<file path="config.mk">
export PLATFORM = sky130hd
export DESIGN_NAME = pixel_load_cmd_ctrl
export DESIGN_NICKNAME = d
export VERILOG_FILES = /design/src/rtl/pixel_load_cmd_ctrl.sv
export SDC_FILE = /design/constraint.sdc
export NUM_CORES = 1
export LEC_CHECK = 0
export ABC_AREA = 1
export BUFFER_PORTS_ARGS = -buffer_cell sky130_fd_sc_hd__buf_2
export CAP_MARGIN = 5
export CORE_MARGIN = 2
export CORE_UTILIZATION = 62
export CTS_BUF_LIST = sky130_fd_sc_hd__clkbuf_8
export DETAILED_ROUTE_END_ITERATION = 10
export PLACE_DENSITY = 0.88
export SLEW_MARGIN = 20
export SYNTH_ARGS = -nofsm -noshare
export SYNTH_HDL_FRONTEND = slang
export SYNTH_SLANG_ARGS = --single-unit
</file>
<file path="constraint.sdc">
create_clock -name clk50 -period 2.9 [get_ports clk50]
set_clock_uncertainty 0.05 [all_clocks]
set_input_delay 0.145 -clock clk50 [delete_from_list [all_inputs] [get_ports clk50]]
set_output_delay 0.145 -clock clk50 [all_outputs]
set_load 0.01 [all_outputs]
</file>
<file path="src/rtl/pixel_load_cmd_ctrl.sv">
// Load/run sequencer: packs a pixel byte stream into image memory, then assembles HPS byte writes
// into render commands. Optional status read port and overflow flag under LOADER_STATUS_EN.
module pixel_load_cmd_ctrl #(
  parameter int unsigned PIXEL_BYTES = 3,
  parameter int unsigned N_PIXELS    = 512,
  parameter int unsigned ADDR_W      = 9,
  parameter int unsigned CMD_BYTES   = 6,
  parameter int unsigned HPS_ADDR_W  = 3,
  parameter logic [7:0]  CLEAR_CODE  = 8'hFE
) (
  input  logic                     clk50,
  input  logic                     reset,
  input  logic                     src_valid,
  input  logic [7:0]               src_data,
  output logic                     src_ready,
  output logic                     mem_we,
  output logic [ADDR_W-1:0]        mem_addr,
  output logic [8*PIXEL_BYTES-1:0] mem_din,
  input  logic                     hps_write,
  input  logic                     hps_chipselect,
  input  logic [HPS_ADDR_W-1:0]    hps_address,
  input  logic [7:0]               hps_writedata,
  output logic                     cmd_valid,
  output logic [8*CMD_BYTES-1:0]   cmd_data,
  input  logic                     cmd_ready,
  output logic                     loading,
  output logic                     load_done
`ifdef LOADER_STATUS_EN
  ,
  input  logic                     hps_read,
  output logic [7:0]               hps_readdata
`endif
);

  localparam int unsigned PIX_W = 8 * PIXEL_BYTES;
  localparam int unsigned CMD_W = 8 * CMD_BYTES;
  localparam int unsigned BC_W  = (PIXEL_BYTES > 1) ? $clog2(PIXEL_BYTES) : 1;
  localparam int unsigned PSR_W = (PIXEL_BYTES > 1) ? 8 * (PIXEL_BYTES - 1) : 8;

  typedef enum logic [1:0] {
    ST_LOAD  = 2'd0,
    ST_RUN   = 2'd1,
    ST_FLUSH = 2'd2
  } state_t;

  state_t              state;
  state_t              state_nxt;
  logic [BC_W-1:0]     byte_cnt;
  logic [ADDR_W-1:0]   pixel_cnt;
  logic [PSR_W-1:0]    pix_sr;
  logic [PSR_W+7:0]    pix_cat;
  logic [CMD_W-1:0]    cmd_asm;
  logic [CMD_W-1:0]    asm_nxt;
  logic                hs;
  logic                hps_wr;
  logic                clear_req;
  logic                slot_wr;
  logic                commit;
  logic                cmd_load;
  logic                last_wr;
  logic                pix_done;
  logic                enter_load;

  assign pix_cat = {pix_sr, src_data};

  // Next-state and datapath control decode
  always_comb begin
    state_nxt = state;
    asm_nxt   = cmd_asm;
    hs        = src_valid && src_ready;
    hps_wr    = hps_write && hps_chipselect;
    clear_req = (state == ST_RUN) && hps_wr && (hps_address == '0) && (hps_writedata == CLEAR_CODE);
    slot_wr   = (state == ST_RUN) && hps_wr && !clear_req &&
                (hps_address < HPS_ADDR_W'(CMD_BYTES));
    commit    = slot_wr && (hps_address == HPS_ADDR_W'(CMD_BYTES - 1));
    cmd_load  = commit && (!cmd_valid || cmd_ready);
    last_wr   = (state == ST_LOAD) && mem_we && (mem_addr == ADDR_W'(N_PIXELS - 1));
    pix_done  = hs && (byte_cnt == BC_W'(PIXEL_BYTES - 1)) && !last_wr;

    for (int k = 0; k < CMD_BYTES; k++) begin
      if (slot_wr && (hps_address == HPS_ADDR_W'(k))) begin
        asm_nxt[8*(CMD_BYTES-1-k) +: 8] = hps_writedata;
      end
    end

    case (state)
      ST_LOAD:  if (last_wr) state_nxt = ST_RUN;
      ST_RUN:   if (clear_req) state_nxt = cmd_valid ? ST_FLUSH : ST_LOAD;
      ST_FLUSH: if (!cmd_valid) state_nxt = ST_LOAD;
      default:  state_nxt = ST_LOAD;
    endcase

    enter_load = (state != ST_LOAD) && (state_nxt == ST_LOAD);
  end

  always_ff @(posedge clk50) begin
    if (reset) state <= ST_LOAD;
    else       state <= state_nxt;
  end

  // Registered outputs, counters and assembly storage
  always_ff @(posedge clk50) begin
    if (reset) begin
      src_ready <= 1'b1;
      loading   <= 1'b1;
      load_done <= 1'b0;
      mem_we    <= 1'b0;
      mem_addr  <= '0;
      mem_din   <= '0;
      byte_cnt  <= '0;
      pixel_cnt <= '0;
      pix_sr    <= '0;
      cmd_asm   <= '0;
      cmd_valid <= 1'b0;
      cmd_data  <= '0;
    end else begin
      src_ready <= (state_nxt == ST_LOAD);
      loading   <= (state_nxt == ST_LOAD);
      load_done <= (state == ST_LOAD) && (state_nxt == ST_RUN);
      mem_we    <= pix_done;
      if (pix_done) begin
        mem_addr <= pixel_cnt;
        mem_din  <= pix_cat[PIX_W-1:0];
      end

      if (enter_load) begin
        byte_cnt  <= '0;
        pixel_cnt <= '0;
        pix_sr    <= '0;
        cmd_asm   <= '0;
      end else begin
        if (hs) begin
          byte_cnt <= (byte_cnt == BC_W'(PIXEL_BYTES - 1)) ? '0 : byte_cnt + BC_W'(1);
          pix_sr   <= pix_cat[PSR_W-1:0];
        end
        // Hold at the last address so the counter never wraps inside a phase
        if (pix_done && (pixel_cnt != ADDR_W'(N_PIXELS - 1))) begin
          pixel_cnt <= pixel_cnt + ADDR_W'(1);
        end
        cmd_asm <= asm_nxt;
      end

      if (cmd_load) begin
        cmd_valid <= 1'b1;
        cmd_data  <= asm_nxt;
      end else if (cmd_valid && cmd_ready) begin
        cmd_valid <= 1'b0;
      end
    end
  end

`ifdef LOADER_STATUS_EN
  logic overflow;
  logic cmd_drop;
  logic status_rd;

  assign cmd_drop  = commit && cmd_valid && !cmd_ready;
  assign status_rd = hps_read && hps_chipselect && (hps_address == '1);

  // Sticky overflow; a drop in the same cycle as a status read keeps the flag set
  always_ff @(posedge clk50) begin
    if (reset) begin
      overflow     <= 1'b0;
      hps_readdata <= 8'h00;
    end else begin
      if (cmd_drop)       overflow <= 1'b1;
      else if (status_rd) overflow <= 1'b0;
      hps_readdata <= status_rd ? {loading, cmd_valid, overflow, state[1:0], 3'b000} : 8'h00;
    end
  end
`endif

endmodule

</file>
==> impl_results.md, run 1 <==
- Status: complete, no violations
- Slew @ Worst Pin: between 900 and 1000 ps
- Final instance count without filler cells: 1,108
- CTS Buf Count: 17
- Crit path max-delay cell type: clkinv_1
- Period utilization: 0.7957
- Slew HR: 0.3769
- Filler instances: ~740
- Net Count, Synth: ~900
- Via count: around 5,600
- ANT cells: 0
- Worst EP required: roughly 3200 ps
- Initial core utilization: 0.6289
- Final period demand of the worst path: 2307 ps
- Initial antenna violation count: 0
- Total GRT Usage: 0.2717
- Leak Pwr: slightly below 0.004 uW
- Post-DR vias/cell: around 5
- Share of cells above drive strength 1: 0.1610
- Die Y: 102.9 um
- Core area: about 9600 um2
- Cells on worst reg2reg path: 7
- Post-CTS setup buffer count: 0
- Min-Delay Path Class: in2reg
- Clock latency on the worst-skew pair: between 400 and 500 ps
- P&R area growth vs syn: 17.79%
- Total power: slightly below 4000 uW
- Crit path from: mem_addr[2]$_SDFFE_PP0P_
- Mapped Area: about 6100 um2
- Yosys top cell by area: dfxtp_1
- Minimum hold slack: around 43 ps
- Die Area: approximately 11,000 um2
- Syn Area/Cell: 7.074 um2
- Most frequent CP cell: nand2_1
- Number of global-route vias before repair: 4,938
- Multi-input logic area: 2325 um2
- Grt ovf: 0
- Reg clk slew, reported paths: around 90 ps
- PwrDens: approximately 550 nW/um2
- Setup TNS: 0 ps
- Storage element area: slightly above 3000 um2
- Max FO, Critical Path: 36
- MaxCap Viol Count: 0
- VDD IR max: around 400 uV
- Number of synthesized register bits: 154
- # clock sinks: about 150
- CTS H-tree depth: 4
- Post-CTS resize count: 0
- Synth cell types: 23
- Iteration-0 DRC Markers: between 200 and 300
- Max incr delay on CP: 720 ps
- Cells after DPL: between 1,000 and 1,500
- CTS tree: yes
- Routed Antenna Nets: 0
- CP Cell Sequence: nand2_1 -> nor2_1 -> nand3_1 -> nand2_1 -> clkinv_1 -> o21ai_0 -> a21oi_1
- Router iterations before antenna repair: 5
- Setup crit start kind: flop
- CTS Hold Buffers Added: 10
- Cell count after synthesis: roughly 860
- CTS max path bufs: 2
- Final hold violation count: 0
- Worst flop-to-flop path startpoint: mem_addr[2]$_SDFFE_PP0P_
- Sequential cell area fraction in the yosys report: 0.5086
- CTS Root Cell: clkbuf_8
- RSZ-0062 raised after global routing: no
- Crit path DAT: 2560 ps
- GP Congestion: approximately 0.83
- CP endpoint kind: flop
- Routed WL per cell: 12.64 um
- Max Freq: about 430 MHz
- Synth area leaders: dfxtp_1 (51%), nand2_1 (13%), nor2_1 (9.7%)
- Max-slew violations: 0
- Detail Placement HPWL: 8917 um
- # IOs: roughly 110
- Worst Setup Path Type: reg2reg
- Rows: 36
- Area share of the largest cell type after synthesis: 0.5086
- Die width: approximately 100 um
- # DRC: 0
- Worst Hold Launch: hps_writedata[7]
- NumNets Final: between 900 and 1,000
- Largest net degree at the start of global routing: 63
- Total Wirelength: roughly 14,000 um
- Hold path depth: 5
- First-pass GRT wire length: approximately 22,000 um
- I/O Buffers: 110
- Final setup violating endpoints: 0
- Yosys Warn Count: 0
## Yosys cell counts
master,number
o21ai_1,2
buf_4,10
nand3b_1,1
xor2_1,4
nand3_2,2
inv_2,2
nor2_1,157
nand2_1,215
xnor2_1,3
nand2_2,2
a21oi_1,13
inv_1,116
nor3_1,2
nand4_1,11
dfxtp_1,154
buf_6,1
a211oi_1,2
clkbuf_1,24
nand3_1,15
ha_1,2
buf_2,7
o21ai_0,110
clkinv_1,2
## layout by cell type (no fill, tap or decap), drive strengths merged, types with 11 or more instances in the layout
master | netlist | final
a21oi | 13 | 13
buf | 18 | 118
clkbuf | 24 | 18
dfxtp | 154 | 154
inv | 118 | 124
nand2 | 217 | 217
nand3 | 17 | 17
nand4 | 11 | 11
nor2 | 157 | 157
o21ai | 112 | 112
## path summary, 6_finish.rpt
path / slack (ps) / end
worst max-delay path: 590 / mem_addr[8]$_SDFFE_PP0P_
worst min register to register: 430 / mem_din[20]$_SDFFE_PP0P_
worst min-delay path: 40 / cmd_asm[31]$_SDFF_PP0_
worst max register to register: 590 / mem_addr[8]$_SDFFE_PP0P_
## power breakdown
part | internal [uW] | switching [uW] | leakage, uW
registers | 2140 | 14.3 | 0.00124
clock network | 740 | 859 | 0.000203
logic | 63.2 | 125 | 0.00250
## per-layer routing
layer	track usage	vias to the layer above	part of all wire
met3	0.06237	32	0.063
met2	0.4610	215	0.49
met1	0.3374	2483	0.43
met5	0	-	0
met4	0.1032	0	0.020
li1	-	2824	-
## area by class of cell
cell class | instances | area share
flip-flops and latches | 154 | 0.4318
inverters | 120 | 0.06308
multi-input cells | 541 | 0.3256
clock inverters | 14 | 0.02208
repair buffers | 128 | 0.09953
well taps | 133 | 0.02330
clock buffers | 18 | 0.03469
## flip-flops by register name, indices dropped and copies added (netlist names)
| signal | flops |
|---|---|
| byte_cnt | 2 |
| cmd_asm | 40 |
| cmd_data | 48 |
| cmd_valid | 1 |
| load_done | 1 |
| loading | 1 |
| mem_addr | 9 |
| mem_din | 24 |
| mem_we | 1 |
| pix_sr | 16 |
| pixel_cnt | 9 |
| state | 2 |
## metrics by stage
step	cell area, um2	util	setup WS [ps]
2_1_floorplan	6062	-	1189
3_3_place_gp	6635	0.6883	734.7
3_5_place_dp	6635	0.6883	650.1
4_1_cts	7141	0.7408	581.8
5_1_grt	7141	0.7408	251.1
6_report	7141	0.7408	592.5
## cell families after synthesis
kind of cell | count (synthesis) | synth area share
DFF | 154 | 0.5086
and+or+nand+nor | 405 | 0.2623
xor gates and xnor gates | 7 | 0.01011
AOI/OAI and AO/OA | 127 | 0.1057
adders and majority gates | 2 | 0.004127
buffers and inverters | 162 | 0.1092
## critical path: cells and delay by family (launching register included)
kind	cells	cell delay, ps
compound gates	2	560
buf+inv	1	720
flops	1	380
simple gates	4	450
Power figures use the tool's default switching activity.
==> run 2, diff against run 1 <==
--- a/config.mk
+++ b/config.mk
@@ -9,10 +9,10 @@
 export BUFFER_PORTS_ARGS = -buffer_cell sky130_fd_sc_hd__buf_2
 export CAP_MARGIN = 5
 export CORE_MARGIN = 2
-export CORE_UTILIZATION = 62
+export CORE_UTILIZATION = 52
 export CTS_BUF_LIST = sky130_fd_sc_hd__clkbuf_8
 export DETAILED_ROUTE_END_ITERATION = 10
-export PLACE_DENSITY = 0.88
+export PLACE_DENSITY = 0.78
 export SLEW_MARGIN = 20
 export SYNTH_ARGS = -nofsm -noshare
 export SYNTH_HDL_FRONTEND = slang
==> constraint.sdc (replaced) <==
create_clock -name clk50 -period 1.9 [get_ports clk50]
set_clock_uncertainty 0.05 [all_clocks]
set_input_delay 0.095 -clock clk50 [delete_from_list [all_inputs] [get_ports clk50]]
set_output_delay 0.095 -clock clk50 [all_outputs]
set_load 0.01 [all_outputs]
==> run 2 against run 1 <==
Effect of this change:
- cell area increased by 4.0%
- routed wire length increased by 2.1%
- setup slack got worse by 400 ps
- register-to-register slack got worse by 400 ps
- first-iteration DRC count increased by 47%
- utilization decreased by 9.0 points
- count of clock-buffer cells in the layout increased by 1
- critical path depth increased by 2
- clock power increased by 76%
- global-route usage decreased by 3.6 points
- flip-flop and latch count unchanged
- highest routed layer unchanged
==> impl_results.md, run 2 (synthesis results as in run 1) <==
- Status: complete, no violations
- # clock sinks: 154 (unchanged)
- Initial core utilization: 0.5309 (-0.09799)
- CTS tree: yes
- Share of cells above drive strength 1: 0.1703 (+0.009315)
- Worst setup margin: 193.2 ps (-399.3 ps)
- Rows: 39 (+8.3%)
- Crit path DAT: 2050 ps (-510 ps)
- Slew HR: 0.7162 (+0.3393)
- Detail Placement HPWL: 9286 um (+4.1%)
- # DRC: 0 (unchanged)
- Max FO, Critical Path: 9 (-75%)
- Post-route cell area: 7430 um2 (+4.0%)
- PwrDens: 862.1 nW/um2 (+56%)
- Initial antenna violation count: 0 (unchanged)
- Most common cell after layout, fill and taps aside: nand2_1
- Largest regs: cmd_data (48), cmd_asm (40), mem_din (24)
- Total Wirelength: 14,300 um (+2.1%)
- Number of global-route vias before repair: 5,158 (+4.5%)
- CTS Buf Count: 17 (unchanged)
- VDD IR max: 990.9 uV (+150%)
- Reg clk slew, reported paths: 80 ps (about the same)
- Core area: 11,420 um2 (+18%)
- Post-DR vias/cell: 4.855 (-3.1%)
- MaxCap Viol Count: 0 (unchanged)
- Max Freq: 585.9 MHz (+35%)
- Final setup violating endpoints: 0 (unchanged)
- Most flops, register: cmd_data
- Fin util: 0.6507 (-0.09012)
- Min-Delay Path Class: in2reg
- Leak Pwr: 0.004095 uW (+3.7%)
- Iteration-0 DRC Markers: 381 (+47%)
- Routed WL per cell: 12.53 um (-0.85%)
- DP Area: 6770 um2 (+2.0%)
- First-pass GRT wire length: 23,860 um (+6.4%)
- CTS max path bufs: 2 (unchanged)
- Largest net degree at the start of global routing: 54 (-14%)
- DP Worst Slack: 214.8 ps (-435.3 ps)
- Die Area: 12,540 um2 (+18%)
- P&R area growth vs syn: 22.56%
- Die Y: 112.0 um (+8.8%)
- Router iterations before antenna repair: 5 (unchanged)
- Total GRT Usage: 0.2354 (-0.03624)
- CTS H-tree depth: 4 (unchanged)
- Setup crit start kind: flop
- Clock latency on the worst-skew pair: 450 ps (about the same)
- Routed Antenna Nets: 0 (unchanged)
- # IOs: 111 (unchanged)
- NumNets Final: 1,012 (+2.3%)
- Worst Setup Path Type: reg2reg
- Via count: 5,540 (-0.25%)
- ANT cells: 0 (unchanged)
- Max FFs per register: 48 (unchanged)
- I/O Buffers: 110 (unchanged)
- Commonest non-fill, non-tap cells in the layout: nand2_1 (215), nor2_1 (156), dfxtp_1 (154)
- GP Congestion: 0.8994 (+8.2%)
- RSZ-0062 raised after global routing: yes
- Worst EP required: 2250 ps (-900 ps)
- Grt ovf: 0 (unchanged)
- Period utilization: 0.8983 (+0.1026)
- CP endpoint kind: flop
- Final period demand of the worst path: 1707 ps (-600.7 ps)
- Max-slew violations: 0 (unchanged)
- Slew @ Worst Pin: 424.6 ps (-504.3 ps)
- CTS Root Cell: clkbuf_8
- Final hold violation count: 0 (unchanged)
- Die width: 112.0 um (+8.8%)
-- run 2: cell count changes in the layout (fill, tap and decap cells not counted), moves of 2 or more --
cell / before / now
buf_12: 0 / 2
clkinv_2: 0 / 2
dlygate4sd3_1: 10 / 19
inv_6: 3 / 0
inv_8: 3 / 0
buf_4: 8 / 20
clkinv_4: 5 / 2
bufinv_16: 1 / 5
-- run 2: layer usage --
metal / track usage / routed length (um) / up-vias
met5: 0 / 0 / -
met4: 0.09512 / 346 / 0
met3: 0.05879 / 845 / 33
met2: 0.3814 / 6655 / 190
met1: 0.3034 / 6453 / 2453
li1: - / - / 2864
-- run 2: repair_timing --
action | 4_1_cts | 5_1_grt
setup endpoints to repair | 0 | 18
hold endpoints to repair | 39 | 0
resized for setup | 0 | 1
hold buffers | 19 | 0
setup buffers | 0 | 1
-- run 2: worst paths after layout --
path / depth (start not counted) / from / to / slack [ps]
hold / removal: 5 / hps_address[0] / cmd_asm[17]$_SDFF_PP0_ / 130
setup / recovery: 9 / pixel_cnt[0]$_SDFFE_PP0P_ / pixel_cnt[5]$_SDFFE_PP0P_ / 190
setup reg to reg: 9 / pixel_cnt[0]$_SDFFE_PP0P_ / pixel_cnt[5]$_SDFFE_PP0P_ / 190
hold reg to reg: 2 / mem_din[14]$_SDFFE_PP0P_ / mem_din[14]$_SDFFE_PP0P_ / 430
-- run 2: layout make-up --
cell class                 instances  area (um2)
inverter                         120       450.4
timing repair buffer             151       930.9
clock inverter                    13       200.2
clock buffer                      19       261.5
sequential                       154        3083
multi-input combinational        541        2325
tap                              143       178.9
fill                             982        3989
-- run 2: worst max-delay path: stages, from the launching register on --
cell and delay, ps:
dfxtp_1 350, ha_1 250, nand4_1 130, nor2_1 50
ha_1 170, nand3b_1 180, buf_4 190, o21ai_0 160
nand2_1 80, inv_1 50
-- run 2: where the power goes --
group	internal [uW]	total, uW	switching (uW)
Sequential	3260	3280	21.6
Clock	1620	2810	1190
Combinational	118	311	193
-- run 2: metrics by stage --
stage | power, uW | TNS, ps | cells | hold slack, ps
2_1_floorplan | 3522 | 0 | 857 | 204.5
3_5_place_dp | 3637 | 0 | 1089 | 324.0
6_report | 6405 | 0 | 1141 | 132.3
4_1_cts | 6437 | 0 | 1140 | 140.3
3_3_place_gp | 3635 | 0 | 1089 | 323.7
5_1_grt | 6615 | -224.0 | 1141 | 186.3
==> run 3, diff against run 2 <==
--- a/config.mk
+++ b/config.mk
@@ -5,11 +5,11 @@
 export SDC_FILE = /design/constraint.sdc
 export NUM_CORES = 1
 export LEC_CHECK = 0
-export ABC_AREA = 1
+export ABC_AREA = 0
 export BUFFER_PORTS_ARGS = -buffer_cell sky130_fd_sc_hd__buf_2
 export CAP_MARGIN = 5
 export CORE_MARGIN = 2
-export CORE_UTILIZATION = 52
+export CORE_UTILIZATION = 51
 export CTS_BUF_LIST = sky130_fd_sc_hd__clkbuf_8
 export DETAILED_ROUTE_END_ITERATION = 10
 export PLACE_DENSITY = 0.78
==> run 3 against run 2 <==
Effect of this change:
- cell area fell by 4.5%
- hold slack got worse by 93 ps
- critical endpoint is now cmd_asm[22]$_SDFF_PP0_
- via count fell by 14%
- routed wire length fell by 3.5%
- clock power fell by 8.2%
==> impl_results.md, run 3 <==
- Status: complete, no violations
- Commonest non-fill, non-tap cells in the layout: dfxtp_1 (153), nand2_1 (125), buf_2 (110)
- Net Count, Synth: 661 (-25%)
- CTS Root Cell: clkbuf_8
- Initial antenna violation count: 0 (unchanged)
- GP Congestion: 0.9510 (+5.7%)
- Final hold violation count: 0 (unchanged)
- Post-synth EDFFs: 0 (unchanged)
- CTS H-tree depth: 4 (unchanged)
- CTS max path bufs: 2 (unchanged)
- Rows: 38 (-2.6%)
- Storage element area: 3084 um2 (about the same)
- Max incr delay on CP: 580 ps (+230 ps)
- Yosys Warn Count: 0 (unchanged)
- Max FO, Critical Path: 15 (+6)
- Die Y: 109.6 um (-2.1%)
- MaxCap Viol Count: 0 (unchanged)
- Crit path DAT: 2130 ps (+80 ps)
- Initial core utilization: 0.5228 (-0.008147)
- Number of global-route vias before repair: 4,519 (-12%)
- I/O Buffers: 110 (unchanged)
- Largest regs: cmd_data (48), cmd_asm (40), mem_din (24)
- Final period demand of the worst path: 1849 ps (+142.3 ps)
- CP bufs+invs: 4 (+2)
- Routed Antenna Nets: 0 (unchanged)
- VDD IR max: 593.0 uV (-40%)
- Most flops, register: cmd_data
- Worst EP required: 2180 ps (-70 ps)
- First-pass GRT wire length: 21,080 um (-12%)
- Min-Delay Path Class: in2reg
- Core area: 10,890 um2 (-4.6%)
- CP Cell Sequence: dlygate4sd3_1 -> buf_2 -> nand4b_1 -> or4_4 -> o21ai_4 -> buf_12 -> clkbuf_16 -> nor2_1
- # clock sinks: 154 (unchanged)
- Grt ovf: 0 (unchanged)
- Worst Setup Path Type: in2reg
- Setup TNS: 0 ps (unchanged)
- Slew @ Worst Pin: 614.7 ps (+190.1 ps)
- P&R area growth vs syn: 24.69%
- Filler instances: 894 (-9.0%)
- Number of synthesized register bits: 154 (unchanged)
- Commonest cells post-synth: dfxtp_1 (154), nand2_1 (126), nor2_1 (79), a21oi_1 (77), mux2i_1 (58)
- Post-DR vias/cell: 5.283 (+8.8%)
- NumNets Final: 781 (-23%)
- Max Freq: 540.8 MHz (-7.7%)
- PwrDens: 860.0 nW/um2 (-0.25%)
- Period utilization: 0.9732 (+0.07491)
- Max FFs per register: 48 (unchanged)
- Slew HR: 0.5890 (-0.1273)
- ANT cells: 0 (unchanged)
- Cell Int Power: 4734 uW (-5.3%)
- Asr flop ratio synth: 0 (unchanged)
- Via count: 4,792 (-14%)
- Multi-input logic area: 2377 um2 (+2.3%)
- Total Wirelength: 13,810 um (-3.5%)
- Minimum hold slack: 39.63 ps (-92.70 ps)
- Clock latency on the worst-skew pair: 430 ps (-20 ps)
- Total GRT Usage: 0.2263 (-0.009105)
- Leak Pwr: 0.002994 uW (-27%)
- Crit path max-delay cell type: or4_4
- Sequential cell area fraction in the yosys report: 0.5417 (+0.03309)
- Iteration-0 DRC Markers: 329 (-14%)
- Area share of the largest cell type after synthesis: 0.5417 (+0.03309)
- Die width: 109.6 um (-2.1%)
- Seq pwr share: 0.535 (+0.022)
- Share of cells above drive strength 1: 0.2412 (+0.07086)
- # IOs: 111 (unchanged)
- Cell count after synthesis: 634 (-26%)
- Most common cell after layout, fill and taps aside: dfxtp_1
- Router iterations before antenna repair: 5 (unchanged)
- Fin util: 0.6518 (+0.001136)
- Clk network pwr share: 0.423 (-0.016)
- CTS tree: yes
- Switching share of power: 0.2243 (+0.005180)
- Die Area: 12,020 um2 (-4.1%)
- Worst path top cell family by delay: buffers and inverters
- Yosys top cell by area: dfxtp_1
- Total power: 6103 uW (-4.7%)
- Mapped Area: 5692 um2 (-6.1%)
- CTS Buf Count: 17 (unchanged)
- # DRC: 0 (unchanged)
- Largest net degree at the start of global routing: 86 (+59%)
- Reg clk slew, reported paths: 80 ps (about the same)
- Synth area leaders: dfxtp_1 (54%), mux2i_1 (10%), nand2_1 (8.3%)
- Detail Placement HPWL: 9126 um (-1.7%)
- Synth cell types: 38 (+65%)
- Top-count cell post-synth: dfxtp_1
- Post-synth top flop: dfxtp_1
- CP endpoint kind: flop
- Routed WL per cell: 15.22 um (+21%)
- NetSw: 1369 uW (-2.5%)
- Setup crit start kind: input port
- Final setup violating endpoints: 0 (unchanged)
- Max-slew violations: 0 (unchanged)
- Syn Area/Cell: 8.977 um2 (+27%)
- Combinational power share: 0.043 (-0.006)
[run 3: cell types whose count changed after synthesis, moves of 6 or more]
cell      delta
inv_1      -112
o21ai_0    -104
nand2_1     -89
nor2_1      -78
a21oi_1     +64
mux2i_1     +58
a211oi_1    +14
buf_4        -7
nand4_1      -7
buf_1        +6
[run 3: cell type report]
cell class / count / share of cell area
clock inverters: 13 / 0.02380
repair buffers: 151 / 0.1430
inverters: 4 / 0.002116
multi-input cells: 426 / 0.3350
well taps: 140 / 0.02468
flip-flops and latches: 154 / 0.4346
clock buffers: 19 / 0.03685
[run 3: cells by family (layout without fill, tap and decap cells)]
kind of cell,count (synthesis),after routing,synth area share
multiplexers,59,59,0.1040
flip-flops,154,154,0.5417
adder cells (fa/ha/maj),2,2,0.004396
AO/OA/AOI/OAI,110,110,0.1112
buffers and inverters,54,187,0.04616
AND/OR/NAND/NOR,255,255,0.1926
[run 3: tightest hold or removal path: cells and delay by family]
family / cells / cell delay (ps)
buf+inv: 2 / 270
compound gates: 1 / 50
simple gates: 1 / 60
[run 3: routing by layer]
layer | part of all wire | routed length, um | global-route usage
met3 | 0.055 | 757 | 0.04742
met5 | 0 | 0 | 0
met4 | 0.016 | 227 | 0.08590
met2 | 0.50 | 6960 | 0.3757
met1 | 0.42 | 5860 | 0.2898
[run 3: per-stage QoR]
step,std cells,cell area [um2],worst slack (ps)
after global routing,907,7097,-8.453
after detailed placement,861,6456,39.55
final,907,7097,50.85
after floorplan,634,5705,-4.295
after global placement,861,6456,58.57
after CTS,903,6987,21.94
[run 3: path summary, 6_finish.rpt]
path,startpoint,to,slack [ps],cells after the start
setup / recovery,hps_writedata[1],cmd_asm[22]$_SDFF_PP0_,50,8
hold / removal,hps_writedata[6],cmd_data[6]$_SDFFE_PP0P_,40,4
setup reg to reg,state[1]$_SDFF_PP0_,mem_din[9]$_SDFFE_PP0P_,110,6
hold reg to reg,cmd_data[39]$_SDFFE_PP0P_,cmd_data[39]$_SDFFE_PP0P_,400,2
[run 3: repair_timing]
action                                  in CTS  in global routing
endpoints found under the setup margin       0                 80
endpoints found under the hold margin       19                  0
buffers inserted                             0                  1
gates resized for setup                      0                  5
hold buffers                                10                  0
[run 3: power by group through the flow]
stage | Sequential [uW] | Clock, uW | Combinational (uW)
finish | 3260 | 2580 | 260
global route | 3260 | 2760 | 280
detailed placement | 3340 | 0 | 222
CTS | 3260 | 2630 | 238
global placement | 3340 | 0 | 215
floorplan | 3340 | 0 | 132
